--- src/rtl/pipe_hazard_ctrl.sv ---
// Hazard/sequencing controller for the 5-stage MIPS pipeline: power-up flush,
// load-use stalls, branch/jump squashes and MDU waits, plus a stall-cycle counter.
module pipe_hazard_ctrl #(
    parameter int START_FLUSH_CYCLES = 3,
    parameter int REG_ADDR_W         = 5
) (
    input  logic                  clk,
    input  logic                  rst,
    input  logic                  IDEX_DMemRead_in,
    input  logic [REG_ADDR_W-1:0] IDEX_Rt_in,
    input  logic [REG_ADDR_W-1:0] IFID_Rs_in,
    input  logic [REG_ADDR_W-1:0] IFID_Rt_in,
    input  logic                  IFID_UsesRt_in,
    input  logic                  BranchTaken_in,
    input  logic                  JumpID_in,
    input  logic                  MduStart_in,
    input  logic                  MduDone_in,
    output logic                  PCWrite_out,
    output logic                  IFID_en_out,
    output logic                  IFID_flush_out,
    output logic                  IDEX_en_out,
    output logic                  IDEX_flush_out,
    output logic                  EXMEM_flush_out,
    output logic [15:0]           StallCount_out
);

    typedef enum logic [1:0] {
        INIT     = 2'd0,
        RUN      = 2'd1,
        MDU_WAIT = 2'd2
    } state_t;

    state_t      state;
    state_t      nextState;
    logic [3:0]  initCnt;
    logic [15:0] stallCount;
    logic        loadUse;

    assign loadUse = IDEX_DMemRead_in && (IDEX_Rt_in != {REG_ADDR_W{1'b0}}) &&
                     ((IDEX_Rt_in == IFID_Rs_in) ||
                      (IFID_UsesRt_in && (IDEX_Rt_in == IFID_Rt_in)));

    // Control outputs and next state; the default set is the flushing INIT set.
    always_comb begin
        PCWrite_out     = 1'b0;
        IFID_en_out     = 1'b1;
        IDEX_en_out     = 1'b1;
        IFID_flush_out  = 1'b1;
        IDEX_flush_out  = 1'b1;
        EXMEM_flush_out = 1'b1;
        nextState       = state;
        case (state)
            INIT: begin
                if (initCnt == 4'd1) begin
                    nextState = RUN;
                end else begin
                    nextState = INIT;
                end
            end
            RUN: begin
                PCWrite_out     = 1'b1;
                IFID_flush_out  = 1'b0;
                IDEX_flush_out  = 1'b0;
                EXMEM_flush_out = 1'b0;
                nextState       = RUN;
                if (BranchTaken_in) begin
                    IFID_flush_out = 1'b1;
                    IDEX_flush_out = 1'b1;
                end else if (MduStart_in && !MduDone_in) begin
                    PCWrite_out     = 1'b0;
                    IFID_en_out     = 1'b0;
                    IDEX_en_out     = 1'b0;
                    EXMEM_flush_out = 1'b1;
                    nextState       = MDU_WAIT;
                end else if (loadUse) begin
                    PCWrite_out    = 1'b0;
                    IFID_en_out    = 1'b0;
                    IDEX_flush_out = 1'b1;
                end else if (JumpID_in) begin
                    IFID_flush_out = 1'b1;
                end else begin
                    nextState = RUN;
                end
            end
            MDU_WAIT: begin
                IFID_flush_out = 1'b0;
                IDEX_flush_out = 1'b0;
                if (MduDone_in) begin
                    PCWrite_out     = 1'b1;
                    EXMEM_flush_out = 1'b0;
                    nextState       = RUN;
                end else begin
                    IFID_en_out = 1'b0;
                    IDEX_en_out = 1'b0;
                    nextState   = MDU_WAIT;
                end
            end
            default: begin
                nextState = INIT;
            end
        endcase
    end

    // State register and power-up flush counter.
    always_ff @(posedge clk or posedge rst) begin
        if (rst) begin
            state   <= INIT;
            initCnt <= 4'(START_FLUSH_CYCLES);
        end else begin
            state <= nextState;
            if (state == INIT) begin
                initCnt <= initCnt - 4'd1;
            end else begin
                initCnt <= initCnt;
            end
        end
    end

    // Saturating count of cycles the PC was held outside the power-up flush.
    always_ff @(posedge clk or posedge rst) begin
        if (rst) begin
            stallCount <= 16'd0;
        end else if (!PCWrite_out && (state != INIT) && (stallCount != 16'hFFFF)) begin
            stallCount <= stallCount + 16'd1;
        end else begin
            stallCount <= stallCount;
        end
    end

    assign StallCount_out = stallCount;

endmodule

--- config.mk ---
export PLATFORM = sky130hd
export DESIGN_NAME = pipe_hazard_ctrl
export DESIGN_NICKNAME = d
export VERILOG_FILES = /design/src/rtl/pipe_hazard_ctrl.sv
export SDC_FILE = /design/constraint.sdc
export NUM_CORES = 1
export LEC_CHECK = 0
export ABC_AREA = 1
export CAP_MARGIN = 40
export CORE_MARGIN = 2
export CORE_UTILIZATION = 40
export CTS_BUF_LIST = sky130_fd_sc_hd__clkbuf_8
export DETAILED_ROUTE_END_ITERATION = 12
export GPL_TIMING_DRIVEN = 0
export MAX_ROUTING_LAYER = met4
export PLACE_DENSITY_LB_ADDON = 0.1
export SYNTH_ARGS = -nofsm -noshare
export SYNTH_HDL_FRONTEND = slang
export SYNTH_SLANG_ARGS = --single-unit
--- constraint.sdc ---
create_clock -name clk -period 2.3 [get_ports clk]
set_clock_uncertainty 0.2 [all_clocks]
set_input_delay 0.46 -clock clk [delete_from_list [all_inputs] [get_ports clk]]
set_output_delay 0.46 -clock clk [all_outputs]
set_load 0.02 [all_outputs]
==> results of run 1 <==
[cells by family after synthesis]
logic type	synth area share
and+or+nand+nor	0.407
buffers and inverters	0.117
DFF	0.333
xor gates and xnor gates	0.0633
AOI/OAI and AO/OA	0.0271
adders and majority gates	0.0527
[path summary, 6_finish.rpt]
check / startpoint / endpoint / slack [ns] / cells past startpoint
worst max-delay path: IDEX_DMemRead_in / PCWrite_out / 0.12 / 9
worst min-delay path: initCnt[3]$_DFFE_PP0N_ / initCnt[3]$_DFFE_PP0N_ / 0.27 / 1
worst max register to register: StallCount_out[0]$_DFFE_PP0P_ / StallCount_out[1]$_DFFE_PP0P_ / 0.28 / 7
worst min register to register: initCnt[3]$_DFFE_PP0N_ / initCnt[3]$_DFFE_PP0N_ / 0.27 / 1
max in group asynchronous: rst / initCnt[0]$_DFFE_PP1N_ / 1.11 / 3
min in group asynchronous: rst / StallCount_out[11]$_DFFE_PP0P_ / 0.28 / 2
[sequential cells by signal (all words and copies together) (netlist names)]
signal	flops
initCnt	4
state	2
StallCount_out	16
[power groups by stage]
stage,Sequential [mW],Clock [mW],Combinational (mW)
6_report,0.576,0.245,0.918
5_1_grt,0.589,0.268,1.03
4_1_cts,0.577,0.257,0.917
3_5_place_dp,0.585,0,0.931
3_3_place_gp,0.581,0,0.913
2_1_floorplan,0.606,0,0.558
[repair_timing]
item	in CTS	in global routing
pin swaps	9	12
hold endpoints to repair	0	0
buffers inserted	2	0
resized for setup	44	35
setup endpoints to repair	6	20
[metal layers]
| layer | part of all wire | wire length [µm] | vias to the layer above |
|---|---|---|---|
| met4 | 0.0049 | 19 | 0 |
| met2 | 0.48 | 1860 | 28 |
| met3 | 0.035 | 136 | 2 |
| met1 | 0.48 | 1900 | 714 |
| met5 | 0 | 0 | - |
| li1 | - | - | 834 |
[synth_stat cells, drive strengths merged]
cell type	instances
ha	7
clkinv	1
a21oi	1
nand3	18
inv	40
xnor2	4
dfstp	2
buf	5
nor4	2
a32oi	1
xor2	8
nand4	20
nor2	14
o22ai	2
o21ai	2
nor3	6
nand2	74
dfrtp	20
a31o	1
[placed cells by master, fill, tap and decap left out, drive strengths merged, types with 2 or more instances in the layout]
cell type,n
nand3,18
nor2,14
inv,41
xor2,8
ha,7
clkbuf,14
o21ai,2
clkdlybuf4s15,5
dlymetal6s2s,3
dlygate4sd2,2
dfstp,2
nand4,20
clkdlybuf4s50,19
xnor2,4
nor4,2
o22ai,2
buf,11
nand2,74
nor3,6
dfrtp,20
[worst register-to-register path, stage by stage (launching register included)]
cell and delay [ns]:
dfrtp_1 0.43, ha_1 0.23, nand3_2 0.13, nor3_4 0.24, nand4_2 0.24, buf_2 0.27
nand4_1 0.11, nand2_1 0.06
[layout make-up]
class	instances	area, µm²
fill	424	1800
timing repair buffer	47	409
tap	50	62.6
buffer	4	30.0
sequential	22	553
clock inverter	1	3.75
clock buffer	3	41.3
inverter	41	154
multi-input combinational	160	947
==> qor.yml, run 1 <==
yosysTopAreaCellShare: 0.301
drc: 0
hold_buffers: 0
outcome: "finished, final reports clean"
hold_viol: 0
placement.cell_area_mm2: 0.00218
ys_seq_elements: 22
maxCapViolations: 0
hp-class: "flip-flop to flip-flop"
syn_inst: 228
slowest_stage: "clkdlybuf4s50_1"
hpwl_um: 2900
slowest_delay_ns: 0.45
instances_no_fill: 328
core_mm2: 0.00400
via_per_inst: 4.81
p_per_area_mw_per_mm2: 791
dieWidth_um: 68.5
nNetsFinal: 309
final.period_utilization: 0.946
peakVddDrop_uv: 525
critPathBufInv: 4
grt_use_met2: 0.328
synth_largest_area_cell: "dfrtp_1"
worst_pin_slew_ns: 0.398
grt_use_met3: 0.0395
htreeDepth: 1
grt_max_degree: 15
ios: 45
grt_pass1_vias: 1591
clk_path_buf_depth: 2
grt.busiest_layer: "met2"
first_pass_iters: 4
diodes: 0
sw_frac_of_total: 0.442
grt-ovfl-total: 0
areaGrowthSynthToFinish_pct: 32.5
layout-drive-gt1-share: 0.216
pre_cts_ws_ns: -0.858
p_seq_frac: 0.331
cts_root_buf: "clkbuf_8"
clkTransAtPathRegs_ns: 0.08
arrival_ns: 1.52
clockPowerShare: 0.141
tns_ns: 0
rsz0062_at_grt: "no"
cp.required_ns: 1.64
gp_congestion: 0.882
utilization: 0.550
avgSynthCellArea_um2: 7.29
netlist_area_mm2: 0.00166
use_met1: 0.246
yosys_warnings: 0
max_slew_margin: 0.734
clkLatencyLatePin_ns: 0.26
wl_per_cell_um: 11.9
numPortBuffers: 44
cts_buffers: 3
place_inst: 323
num_vias: 1578
initial_core_util: 0.415
crit_type: "primary input to primary output"
p_total_mw: 1.74
switchingPower_mw: 0.770
crit_path_start_kind: "primary input"
clock_sinks: 22
syn_nets: 258
die-area_mm2: 0.00469
layout_setup_ws_ns: 0.125
cp_top_family: "buffers and inverters"
synthTopCellsByArea: "dfrtp_1, nand2_1, inv_1"
grt_pass1_wl_um: 6760
cell_internal_pwr_mw: 0.970
crit_chain: "clkdlybuf4s50_1 -> o21ai_1 -> inv_1 -> nand3_2 -> nand2_4 -> nand2_4 -> nand2_8 -> inv_2 -> buf_6"
ys_types: 31
cpMostUsedCell: "nand2_4"
row_count: 23
slew_viol_final: 0
p_leak_nw: 1.16
antenna_found_initial: 0
drt_wl_total_um: 3920
period_needed_ns: 2.18
crit_path_max_fanout: 3
dr.first_iter.drc_count: 82
end_kind: "primary output"
whs_ns: 0.273
grt_use_total: 0.193
setup_violations: 0
seq_area_frac_synth: 0.333
p_comb_frac: 0.528
final_area_mm2: 0.00220
cts_tree: "built"
fmax_mhz: 460
dieHeight_um: 68.5
antenna_left: 0
No activity file was read; power rests on OpenSTA's default activity.
==> run 2: changes to the inputs <==
CTS_CLUSTER_DIAMETER = 150   (was default)
PLACE_DENSITY = 0.66   (was default)
PLACE_DENSITY_LB_ADDON = default   (was 0.1)
==> run 2 against run 1 <==
Global-route usage shrank 1.1 points. Die area is the same. Sequential power hardly changed. First-iteration DRC count up 9.8%. Flip-flop and latch count did not move. Final area rose by 1.3%. Clock-buffer cell count did not move. Combinational power about the same. Non-clock buffer count increased by 1. Clock power is 5% lower. Maximum frequency decreased by 1.2%. Wire length down 3.4%. Critical endpoint unchanged. Largest cell class unchanged.
==> qor.yml, run 2 (synthesis gave the netlist of run 1 again) <==
maxCapViolations: 0  # unchanged
via_per_inst: 4.88  # +1.3%
instances_no_fill: 328  # unchanged
crit_type: "primary input to primary output"
placement.cell_area_mm2: 0.00218  # unchanged
p_comb_frac: 0.530  # +0.002
p_seq_frac: 0.335  # +0.004
clockPowerShare: 0.135  # -0.006
crit_path_max_fanout: 3  # unchanged
drt_wl_total_um: 3780  # -3.4%
max_slew_margin: 0.753  # +0.0182
grt_max_degree: 15  # unchanged
clk_path_buf_depth: 2  # unchanged
clkTransAtPathRegs_ns: 0.07  # about the same
sw_frac_of_total: 0.436  # -0.00592
cts_root_buf: "clkbuf_8"
numPortBuffers: 44  # unchanged
p_per_area_mw_per_mm2: 774  # -2.0%
reg2reg_setup_slack_ns: 0.29  # about the same
worst_pin_slew_ns: 0.371  # -0.0272 ns
tns_ns: 0  # unchanged
dr.first_iter.drc_count: 90  # +9.8%
period_needed_ns: 2.20  # +0.0260 ns
hold_viol: 0  # unchanged
largest_reg_flops: 16  # unchanged
grt-ovfl-total: 0  # unchanged
antenna_left: 0  # unchanged
cts_buffers: 3  # unchanged
wl_per_cell_um: 11.5  # -3.4%
hp-class: "primary input to asynchronous set/reset pin"
layout-drive-gt1-share: 0.205  # -0.0108
use_met1: 0.244  # -0.00153
utilization: 0.557  # +0.00688
cell_internal_pwr_mw: 0.973  # +0.25%
switchingPower_mw: 0.753  # -2.1%
p_leak_nw: 1.17  # +0.57%
nNetsFinal: 310  # +0.32%
ios: 45  # unchanged
outcome: "finished, final reports clean"
htreeDepth: 1  # unchanged
cts_tree: "built"
place_inst: 323  # unchanged
grt_use_total: 0.182  # -0.0112
drc: 0  # unchanged
clkLatencyLatePin_ns: 0.26  # about the same
dieWidth_um: 68.5  # unchanged
antenna_found_initial: 0  # unchanged
pre_cts_ws_ns: -0.842  # +0.0154 ns
initial_core_util: 0.415  # unchanged
grt_use_met2: 0.286  # -0.0421
cp.required_ns: 1.64  # about the same
peakVddDrop_uv: 549  # +4.6%
layout_setup_ws_ns: 0.0986  # -0.0260 ns
areaGrowthSynthToFinish_pct: 34.1
die-area_mm2: 0.00469  # unchanged
grt_pass1_vias: 1494  # -6.1%
whs_ns: 0.276  # +0.00355 ns
hpwl_um: 2900  # -0.24%
core_mm2: 0.00400  # unchanged
diodes: 0  # unchanged
clock_sinks: 22  # unchanged
first_pass_iters: 4  # unchanged
slew_viol_final: 0  # unchanged
crit_path_start_kind: "primary input"
final_common_cell: "nand2_1"
grt_pass1_wl_um: 6380  # -5.6%
grt.busiest_layer: "met2"
final_area_mm2: 0.00223  # +1.3%
p_total_mw: 1.73  # -0.80%
num_vias: 1599  # +1.3%
end_kind: "primary output"
row_count: 23  # unchanged
arrival_ns: 1.54  # +0.02 ns
gp_congestion: 0.834  # -5.5%
setup_violations: 0  # unchanged
fmax_mhz: 454  # -1.2%
dieHeight_um: 68.5  # unchanged
rsz0062_at_grt: "yes"
final_cell_mix: "nand2_1, inv_1, dfrtp_1"
grt_use_met3: 0.0395  # unchanged
final.period_utilization: 0.957  # +0.0113
==> run 2: cell types whose count changed in the layout (fill, tap and decap cells not counted), sizes merged <==
cell	change
buf	+1
clkbuf	-6
clkdlybuf4s15	-3
dlygate4sd2	+10
dlymetal6s2s	-1
inv	-1
==> run 2: cell type report <==
class,instances,area (µm²)
plain buffers,4,30.0
clock buffers,3,41.3
fillers,409,1770
inverters,41,154
multi-input cells,160,955
flip-flops and latches,22,553
well taps,50,62.6
repair buffers,48,433
==> run 2: what timing repair did <==
action / in CTS / in global routing
endpoints found under the setup margin: 6 / 16
setup buffers: 2 / 1
resized for setup: 51 / 15
pin swaps: 9 / 5
cloned: 0 / 0
hold buffers: 0 / 0
==> run 2: final timing paths <==
check | start | to | cells after the start
worst max-delay path | IFID_Rt_in[0] | PCWrite_out | 12
worst min-delay path | rst | initCnt[2]$_DFFE_PP0N_ | 2
worst max register to register | state[1]$_DFF_PP0_ | StallCount_out[11]$_DFFE_PP0P_ | 12
worst min register to register | initCnt[3]$_DFFE_PP0N_ | initCnt[3]$_DFFE_PP0N_ | 1
max in group asynchronous | rst | initCnt[1]$_DFFE_PP1N_ | 3
min in group clk | initCnt[3]$_DFFE_PP0N_ | initCnt[3]$_DFFE_PP0N_ | 1
==> run 2: critical path: stages <==
cell and delay [ns]:
dlygate4sd2_1 0.24, nand2_1 0.06, nand2_1 0.06, nor2_2 0.10, nand3_1 0.09, nand2_2 0.09
nand3_2 0.08, nand2_4 0.08, nand2_4 0.06, nand2_8 0.06, inv_2 0.03, buf_6 0.12
==> run 2: power by group through the flow <==
| stage | clock [mW] | combinational (mW) | sequential [mW] |
|---|---|---|---|
| after global routing | 0.258 | 1.02 | 0.591 |
| after detailed placement | 0 | 0.927 | 0.584 |
| final | 0.233 | 0.915 | 0.577 |
| after global placement | 0 | 0.906 | 0.583 |
| after floorplan | 0 | 0.558 | 0.606 |
| after CTS | 0.249 | 0.929 | 0.578 |
==> run 2: routing by layer <==
layer	wire length, µm	vias up
met2	1770	32
met5	0	-
li1	-	832
met4	10	0
met1	1860	733
met3	141	2
==> run 3: changes to the inputs <==
CORE_UTILIZATION = 54   (was 40)
PLACE_DENSITY = 0.86   (was 0.66)
RECOVER_POWER = 25   (was default)
clock period = 2.6 ns   (was 2.3 ns; I/O delays follow)
==> run 3 against run 2 <==
First-iteration DRC count shrank 27%. Utilization grew 19 points. Die area shrank 25%. Register-to-register slack gained 0.30 ns. Via count grew 3.4%. Critical path depth shrank 1. Non-clock buffer count shrank 1. Combinational power shrank 13%. Largest cell class unchanged.
==> qor.yml, run 3 (synthesis gave the netlist of run 1 again) <==
slew_viol_final: 0  # unchanged
via_per_inst: 5.32  # +9.0%
first_pass_iters: 4  # unchanged
grt_pass1_vias: 1559  # +4.4%
grt-ovfl-total: 0  # unchanged
cts_tree: "built"
grt_max_degree: 15  # unchanged
p_per_area_mw_per_mm2: 694  # -10%
dr.first_iter.drc_count: 66  # -27%
dieWidth_um: 59.5  # -13%
dieHeight_um: 59.5  # -13%
crit_chain: "clkdlybuf4s50_1 -> nand2_1 -> nor2_2 -> nand3_2 -> nand2_2 -> nand3_2 -> nand2_4 -> nand2_4 -> nand2_8 -> inv_1 -> buf_4"
max_slew_margin: 0.561  # -0.192
clkTransAtPathRegs_ns: 0.08  # about the same
drt_wl_total_um: 4020  # +6.4%
grt_use_total: 0.254  # +0.0715
wl_per_cell_um: 12.9  # +12%
initial_core_util: 0.558  # +0.143
nNetsFinal: 309  # -0.32%
ios: 45  # unchanged
arrival_ns: 1.82  # +0.28 ns
pre_cts_ws_ns: -0.675  # +0.167 ns
largest_reg_flops: 16  # unchanged
clk_path_buf_depth: 2  # unchanged
row_count: 20  # -13%
final_common_cell: "nand2_1"
worst_pin_slew_ns: 0.659  # +0.288 ns
drc: 0  # unchanged
clkLatencyLatePin_ns: 0.26  # about the same
period_needed_ns: 2.54
slowest_delay_ns: 0.45  # +0.21 ns
cts_root_buf: "clkbuf_8"
hpwl_um: 2920  # +0.97%
crit_type: "primary input to primary output"
grt_pass1_wl_um: 6690  # +5.0%
hp-class: "flip-flop to flip-flop"
clock_sinks: 22  # unchanged
areaGrowthSynthToFinish_pct: 34.7
peakVddDrop_uv: 523  # -4.8%
antenna_found_initial: 0  # unchanged
cts_buffers: 3  # unchanged
crit_path_start_kind: "primary input"
critPathBufInv: 3  # unchanged
outcome: "finished, final reports clean"
hold_viol: 0  # unchanged
fillers: 219  # -46%
maxCapViolations: 0  # unchanged
end_kind: "primary output"
crit_path_max_fanout: 3  # unchanged
fmax_mhz: 394
antenna_left: 0  # unchanged
setup_violations: 0  # unchanged
core_mm2: 0.00298  # -26%
slowest_stage: "clkdlybuf4s50_1"
layout-drive-gt1-share: 0.155  # -0.0504
gp_congestion: 0.841  # +0.83%
numPortBuffers: 44  # unchanged
die-area_mm2: 0.00354  # -25%
num_vias: 1653  # +3.4%
final.period_utilization: 0.975
diodes: 0  # unchanged
layout_setup_ws_ns: 0.0648  # -0.0338 ns
htreeDepth: 1  # unchanged
p_leak_nw: 1.24  # +6.3%
cp.required_ns: 1.88  # +0.24 ns
utilization: 0.752  # +0.195
cp_top_family: "buffers and inverters"
final_cell_mix: "nand2_1, inv_1, clkdlybuf4s50_1"
hold_buffers: 0  # unchanged
[run 3: area by class of cell]
cell class | instances | area [µm²] | area share
Buffer | 4 | 30.0 | 0.0134
Clock buffer | 4 | 55.1 | 0.0246
Multi-Input combinational cell | 160 | 940 | 0.420
Sequential cell | 22 | 553 | 0.247
Inverter | 41 | 154 | 0.0688
Timing Repair Buffer | 47 | 465 | 0.208
Tap cell | 33 | 41.3 | 0.0184
[run 3: through the flow]
stage          setup TNS (ns)  cell area (µm²)  hold slack, ns  instances  total power [mW]
2_1_floorplan               0             1660           0.243        228              1.03
3_3_place_gp            -2.00             2140           0.266        305              1.30
3_5_place_dp            -2.08             2160           0.265        306              1.34
4_1_cts               -0.0720             2200           0.282        310              1.55
5_1_grt               -0.0150             2240           0.290        311              1.67
6_report                    0             2240           0.283        311              1.55
[run 3: path summary, 6_finish.rpt]
check                                         startpoint                             end  slack [ns]  depth (start not counted)
max                                       IFID_UsesRt_in                     PCWrite_out        0.06                         11
min                               initCnt[3]$_DFFE_PP0N_          initCnt[3]$_DFFE_PP0N_        0.28                          1
max reg2reg                StallCount_out[0]$_DFFE_PP0P_   StallCount_out[7]$_DFFE_PP0P_        0.59                          7
min reg2reg                       initCnt[3]$_DFFE_PP0N_          initCnt[3]$_DFFE_PP0N_        0.28                          1
max in group asynchronous                            rst  StallCount_out[11]$_DFFE_PP0P_        0.78                          3
min in group asynchronous                            rst          initCnt[3]$_DFFE_PP0N_        0.49                          2
[run 3: power breakdown]
part / total [mW] / leakage (nW) / switching, mW / internal (mW)
combinational: 0.795 / 0.922 / 0.483 / 0.312
sequential: 0.515 / 0.289 / 0.0853 / 0.430
clock: 0.244 / 0.0288 / 0.109 / 0.135
total: 1.55 / 1.24 / 0.677 / 0.877
[run 3: worst reg2reg max path: cells and delay by family, from the launching register on]
family / cells / cell delay (ns)
buf+inv: 1 / 0.26
flops: 1 / 0.44
fa+ha+maj: 1 / 0.23
simple gates: 5 / 0.78
[run 3: what timing repair did]
action,CTS,global route
setup endpoints to repair,6,5
setup buffers,1,1
pin swaps,0,8
gates resized for setup,23,16
[run 3: layer usage]
metal	vias up	GRT usage	wire [µm]	share of wire
met1	774	0.322	1730	0.43
met2	43	0.424	2030	0.50
met4	0	0.0649	55	0.014
met5	-	-	0	0
met3	8	0.0349	207	0.051
li1	828	-	-	-
